## src/rtl/fetch_stage_pkg.sv

```systemverilog
// Shared core definitions: fetch FSM states, halt causes and basic widths.
package core_pkg;
  localparam int unsigned XLEN = 32;

  typedef enum logic [1:0] {BOOT, RUN, HALT} fetch_state_e;

  localparam logic [1:0] HALT_NONE     = 2'b00;
  localparam logic [1:0] HALT_MISALIGN = 2'b01;
  localparam logic [1:0] HALT_REQ      = 2'b10;

  localparam logic [XLEN-1:0] INST_ILLEGAL = '0;
endpackage

```

## src/rtl/fetch_stage_ifid_reg.sv

```systemverilog
// IF/ID pipeline register: load captures a fetch, flush kills valid only, else hold.
module ifid_reg
  import core_pkg::*;
(
  input  logic            clk,
  input  logic            rst_n,
  input  logic            load,
  input  logic            flush,
  input  logic [XLEN-1:0] pc_i,
  input  logic [XLEN-1:0] inst_i,
  input  logic            illegal_i,
  output logic            valid_o,
  output logic [XLEN-1:0] pc_o,
  output logic [XLEN-1:0] pc4_o,
  output logic [XLEN-1:0] inst_o,
  output logic            illegal_o
);
  always_ff @(posedge clk) begin
    if (!rst_n) begin
      valid_o   <= 1'b0;
      pc_o      <= '0;
      pc4_o     <= '0;
      inst_o    <= '0;
      illegal_o <= 1'b0;
    end else if (flush) begin
      valid_o <= 1'b0;
    end else if (load) begin
      valid_o   <= 1'b1;
      pc_o      <= pc_i;
      pc4_o     <= pc_i + XLEN'(4);
      inst_o    <= inst_i;
      illegal_o <= illegal_i;
    end
  end
endmodule

```

## src/rtl/fetch_stage.sv

```systemverilog
// RV32I instruction-fetch stage: PC ownership, IF/ID capture, redirect/flush, halt FSM.
module fetch_stage
  import core_pkg::*;
#(
  parameter logic [31:0] RESET_PC   = 32'h0000_0008,
  parameter int unsigned IMEM_BYTES = 512,
  parameter int unsigned CNT_W      = 32
) (
  input  logic             clk,
  input  logic             rst_n,
  input  logic             stall_i,
  input  logic             redirect_valid_i,
  input  logic [31:0]      redirect_target_i,
  input  logic             halt_i,
  output logic [31:0]      imem_addr_o,
  input  logic [31:0]      imem_inst_i,
  output logic             ifid_valid_o,
  output logic [31:0]      ifid_pc_o,
  output logic [31:0]      ifid_pc4_o,
  output logic [31:0]      ifid_inst_o,
  output logic             ifid_illegal_o,
  output logic             halted_o,
  output logic [1:0]       halt_cause_o,
  output logic [31:0]      halt_pc_o,
  output logic [CNT_W-1:0] fetch_count_o
);
  fetch_state_e     r_state;
  logic [31:0]      r_pc;
  logic             r_halted;
  logic [1:0]       r_cause;
  logic [31:0]      r_halt_pc;
  logic [CNT_W-1:0] r_count;

  logic w_misalign;
  logic w_run;
  logic w_load;
  logic w_flush;
  logic w_illegal;

  assign w_run      = (r_state == RUN);
  assign w_misalign = redirect_valid_i && (redirect_target_i[1:0] != 2'b00);
  assign w_load     = w_run && !redirect_valid_i && !halt_i && !stall_i;
  // HALT keeps flushing so valid stays low while the captured fields stay frozen.
  assign w_flush    = (w_run && (redirect_valid_i || halt_i)) || (r_state == HALT);
  assign w_illegal  = (imem_inst_i == INST_ILLEGAL) || (r_pc >= 32'(IMEM_BYTES));

  always_ff @(posedge clk) begin
    if (!rst_n) begin
      r_state   <= BOOT;
      r_pc      <= RESET_PC;
      r_halted  <= 1'b0;
      r_cause   <= HALT_NONE;
      r_halt_pc <= '0;
      r_count   <= '0;
    end else begin
      case (r_state)
        BOOT: r_state <= RUN;
        RUN: begin
          if (w_misalign) begin
            r_state   <= HALT;
            r_halted  <= 1'b1;
            r_cause   <= HALT_MISALIGN;
            r_halt_pc <= redirect_target_i;
          end else if (redirect_valid_i) begin
            r_pc <= redirect_target_i;
          end else if (halt_i) begin
            r_state   <= HALT;
            r_halted  <= 1'b1;
            r_cause   <= HALT_REQ;
            r_halt_pc <= r_pc;
          end else if (!stall_i) begin
            r_pc <= r_pc + 32'd4;
            if (r_count != '1) r_count <= r_count + 1'b1;
          end
        end
        default: ;
      endcase
    end
  end

  ifid_reg u_ifid (
    .clk       (clk),
    .rst_n     (rst_n),
    .load      (w_load),
    .flush     (w_flush),
    .pc_i      (r_pc),
    .inst_i    (imem_inst_i),
    .illegal_i (w_illegal),
    .valid_o   (ifid_valid_o),
    .pc_o      (ifid_pc_o),
    .pc4_o     (ifid_pc4_o),
    .inst_o    (ifid_inst_o),
    .illegal_o (ifid_illegal_o)
  );

  assign imem_addr_o   = r_pc;
  assign halted_o      = r_halted;
  assign halt_cause_o  = r_cause;
  assign halt_pc_o     = r_halt_pc;
  assign fetch_count_o = r_count;
endmodule

```

## config.mk

```make
export PLATFORM = sky130hd
export DESIGN_NAME = fetch_stage
export DESIGN_NICKNAME = d
export VERILOG_FILES = /design/src/rtl/fetch_stage_pkg.sv /design/src/rtl/fetch_stage_ifid_reg.sv /design/src/rtl/fetch_stage.sv
export SDC_FILE = /design/constraint.sdc
export NUM_CORES = 1
export LEC_CHECK = 0
export ABC_AREA = 1
export BUFFER_PORTS_ARGS = -buffer_cell sky130_fd_sc_hd__buf_4
export CAP_MARGIN = 20
export CORE_ASPECT_RATIO = 1.5
export CORE_UTILIZATION = 40
export DETAILED_ROUTE_END_ITERATION = 8
export GPL_TIMING_DRIVEN = 0
export HOLD_SLACK_MARGIN = 0.15
export PLACE_DENSITY = 0.7
export SETUP_SLACK_MARGIN = 0.4
export SLEW_MARGIN = 10
export SYNTH_ARGS = -nofsm -noshare
export SYNTH_HDL_FRONTEND = slang
export SYNTH_SLANG_ARGS = --single-unit
```

## constraint.sdc

```tcl
create_clock -name clk -period 5.15 [get_ports clk]
set_clock_uncertainty 0.05 [all_clocks]
set_input_delay 1.03 -clock clk [delete_from_list [all_inputs] [get_ports clk]]
set_output_delay 1.03 -clock clk [all_outputs]
set_load 0.02 [all_outputs]
```

==> reports/results.tsv <==
metric	value	unit
CP Launch Type	input pin	
met2 Usage GRT	53.0	%
antenna viol nets, final	0	
Rows	68	
Horiz. Die Dim	127	um
most common cell after layout, fill and taps aside	nand2_1	
top_reg_cell synth	dfxtp_1	
final WL	35.7	mm
Slew Viols, Final	0	
most frequent cells in the layout	nand2_1 (370), buf_4 (268), nor2_1 (225)	
Max-Cap Viols	0	
drt wl/cell	17.9	um
Tcrit/Tclk final	49.3	%
Internal Power	2.55	mW
EDFF count, synth	0	
residual DRC count	0	
Fin Setup TNS	0	ns
critical-path cell list	clkbuf_1, clkbuf_1, clkbuf_1, o21ai_0, nor2_1	
chip height	190	um
initial drt markers	581	
area growth from synthesis to layout	31.6	%
Vias/cell	5.18	
Starting Density	40.8	%
sequential-to-total area share from yosys stat	41.9	%
clock share of power	39.9	%
Ports	266	
power density over the cells	284	mW/mm^2
total of warnings raised by yosys	0	
Slew @ Worst Pin	0.734	ns
Logic pwr share	13.7	%
largest area contributor in the netlist	dfxtp_1	
syn nets	1455	
Peak Freq	394	MHz
Total GRT Usage	29.7	%
die area	0.0241	mm^2
post_cts resized	0	
multi-input combinational cell area	0.00474	mm^2
leading post-synthesis cells by cell area	dfxtp_1 (42%), nand2_1 (15%), nor2_1 (9.0%), o21ai_0 (7.2%), a21oi_1 (5.0%)	
vias in the first global route	9803	
number of setup violations in the final report	0	
H-tree levels	4	
ratio of cells with drive above 1 in the final layout	22.0	%
core box area	0.0231	mm^2
mean post-synth cell area	6.80	um^2
largest net degree at the start of global routing	17	
Port-buffer cells	263	
Crit path top cell by count	clkbuf_1	
drt pass-1 iters	5	
crit path capture type	register	
post-synth cell types	38	
Worst-Skew Late Latency	0.44	ns
routability congestion estimate	0.944	
CTS tree	yes	
clk buf depth	2	
crit-path max cell delay	0.60	ns
Post-synth ARST share	0	%
most used routing layer in global routing	met2	
outcome	finished clean	
fin nets	1737	
CP max FO	10	
Max IR drop VDD	0.227	mV
Sink Count	197	
first-pass GRT wire length	54.1	mm
Cell Area, Synth	0.00940	mm^2
sequential power share	46.4	%
M3 GR Usage	4.72	%
critical path's slowest cell	clkbuf_1	
Switch Pwr	972	uW
RSZ-0062 raised after global routing	no	
initial antenna violation count	0	
post-synthesis cell count	1383	
CTS Hold Bufs	0	
final hold violations	0	
GR Layer Usage met1	33.3	%
Filler cells	2321	
CTS buffer count	17	
min Tclk post-route	2.54	ns
# diodes	0	
clk slew on worst S/H paths	0.07	ns
#FFs+latches synth	197	
share of the synthesized area in the top cell type	41.9	%
Pleak	5.40	nW
Congestion Overflow GR	0	
sequential cell area	0.00394	mm^2
kind of critical path	in -> reg	
Worst EP required	5.47	ns
Slew headroom	51.1	%
Total Power	3.52	mW
Worst Hold Class	reg -> reg	
via count	10300	
crit path DAT	2.86	ns
Detail Placement HPWL	27.8	mm
clock root buffer	clkbuf_16	
Setup Buffers After CTS	0	
switch share	27.6	%
worst paths after layout:
kind                     from                end  slack, ns  cells after the start
max                     rst_n     u_ifid.pc_o[5]       2.61                      5
min            u_ifid.pc_o[2]     u_ifid.pc_o[2]       0.43                      2
max reg2reg  fetch_count_o[0]  fetch_count_o[27]       2.85                     11
min reg2reg    u_ifid.pc_o[2]     u_ifid.pc_o[2]       0.43                      2
power groups by stage:
stage,sequential [mW],combinational (mW),clock [mW]
after global placement,1.67,0.475,0
after floorplan,1.72,0.185,0
after detailed placement,1.67,0.479,0
after CTS,1.63,0.481,1.42
after global routing,1.64,0.517,1.48
final,1.63,0.483,1.40
metrics by stage:
| stage | utilization (%) | setup slack [ns] | std cells | hold slack (ns) | area (um^2) |
|---|---|---|---|---|---|
| 2_1_floorplan | - | 2.89 | 1383 | 0.401 | 9400 |
| 3_3_place_gp | 51.0 | 2.21 | 1961 | 0.403 | 11800 |
| 3_5_place_dp | 51.0 | 2.20 | 1961 | 0.424 | 11800 |
| 4_1_cts | 53.7 | 2.65 | 1992 | 0.435 | 12400 |
| 5_1_grt | 53.7 | 2.53 | 1992 | 0.460 | 12400 |
| 6_report | 53.7 | 2.61 | 1992 | 0.431 | 12400 |
routing by layer:
metal  share of wire, %  routed length [um]
met3                5.1                1830
met5                  0                   0
met4                5.4                1940
met1                 39               13900
met2                 51               18000
state kept, by name, summed over array words and instances (netlist names):
register	cells
imem_addr_o	32
halt_pc_o	32
halt_cause_o	2
fetch_count_o	32
u_ifid.inst_o	32
u_ifid.pc4_o	32
u_ifid.illegal_o	1
halted_o	1
r_state	2
u_ifid.pc_o	30
u_ifid.valid_o	1
critical path: cells and delay by family:
kind            cells  cell delay [ns]
buf+inv             3             1.51
simple gates        1             0.12
compound gates      1             0.19
cell type report:
class / instances / share of cell area, %
tap: 315 / 3.18
timing repair buffer: 263 / 16.0
inverter: 90 / 2.73
clock inverter: 11 / 1.21
multi-input combinational: 1016 / 38.3
clock buffer: 20 / 3.69
buffer: 80 / 3.10
sequential: 197 / 31.9
cells by family after synthesis:
kind of cell / share of synthesized area (%)
AO/OA/AOI/OAI: 17.8
XOR/XNOR: 2.05
adder cells (fa/ha/maj): 0.399
buffers and inverters: 7.68
flip-flops: 41.9
AND/OR/NAND/NOR: 30.1
cell usage after synthesis (all sizes together), types with 4 or more instances:
cell and n:
nand3b 13, o211ai 4, nand3 39, buf 34
nand2 385, xor2 15, a31oi 33, dfxtp 197
o21ai 137, clkbuf 46, o21a 5, o21bai 19
nor4 8, xnor2 7, nand4 6, nor2 233
a21oi 103, inv 90
Note: power is estimated with default switching activity, not from simulation.
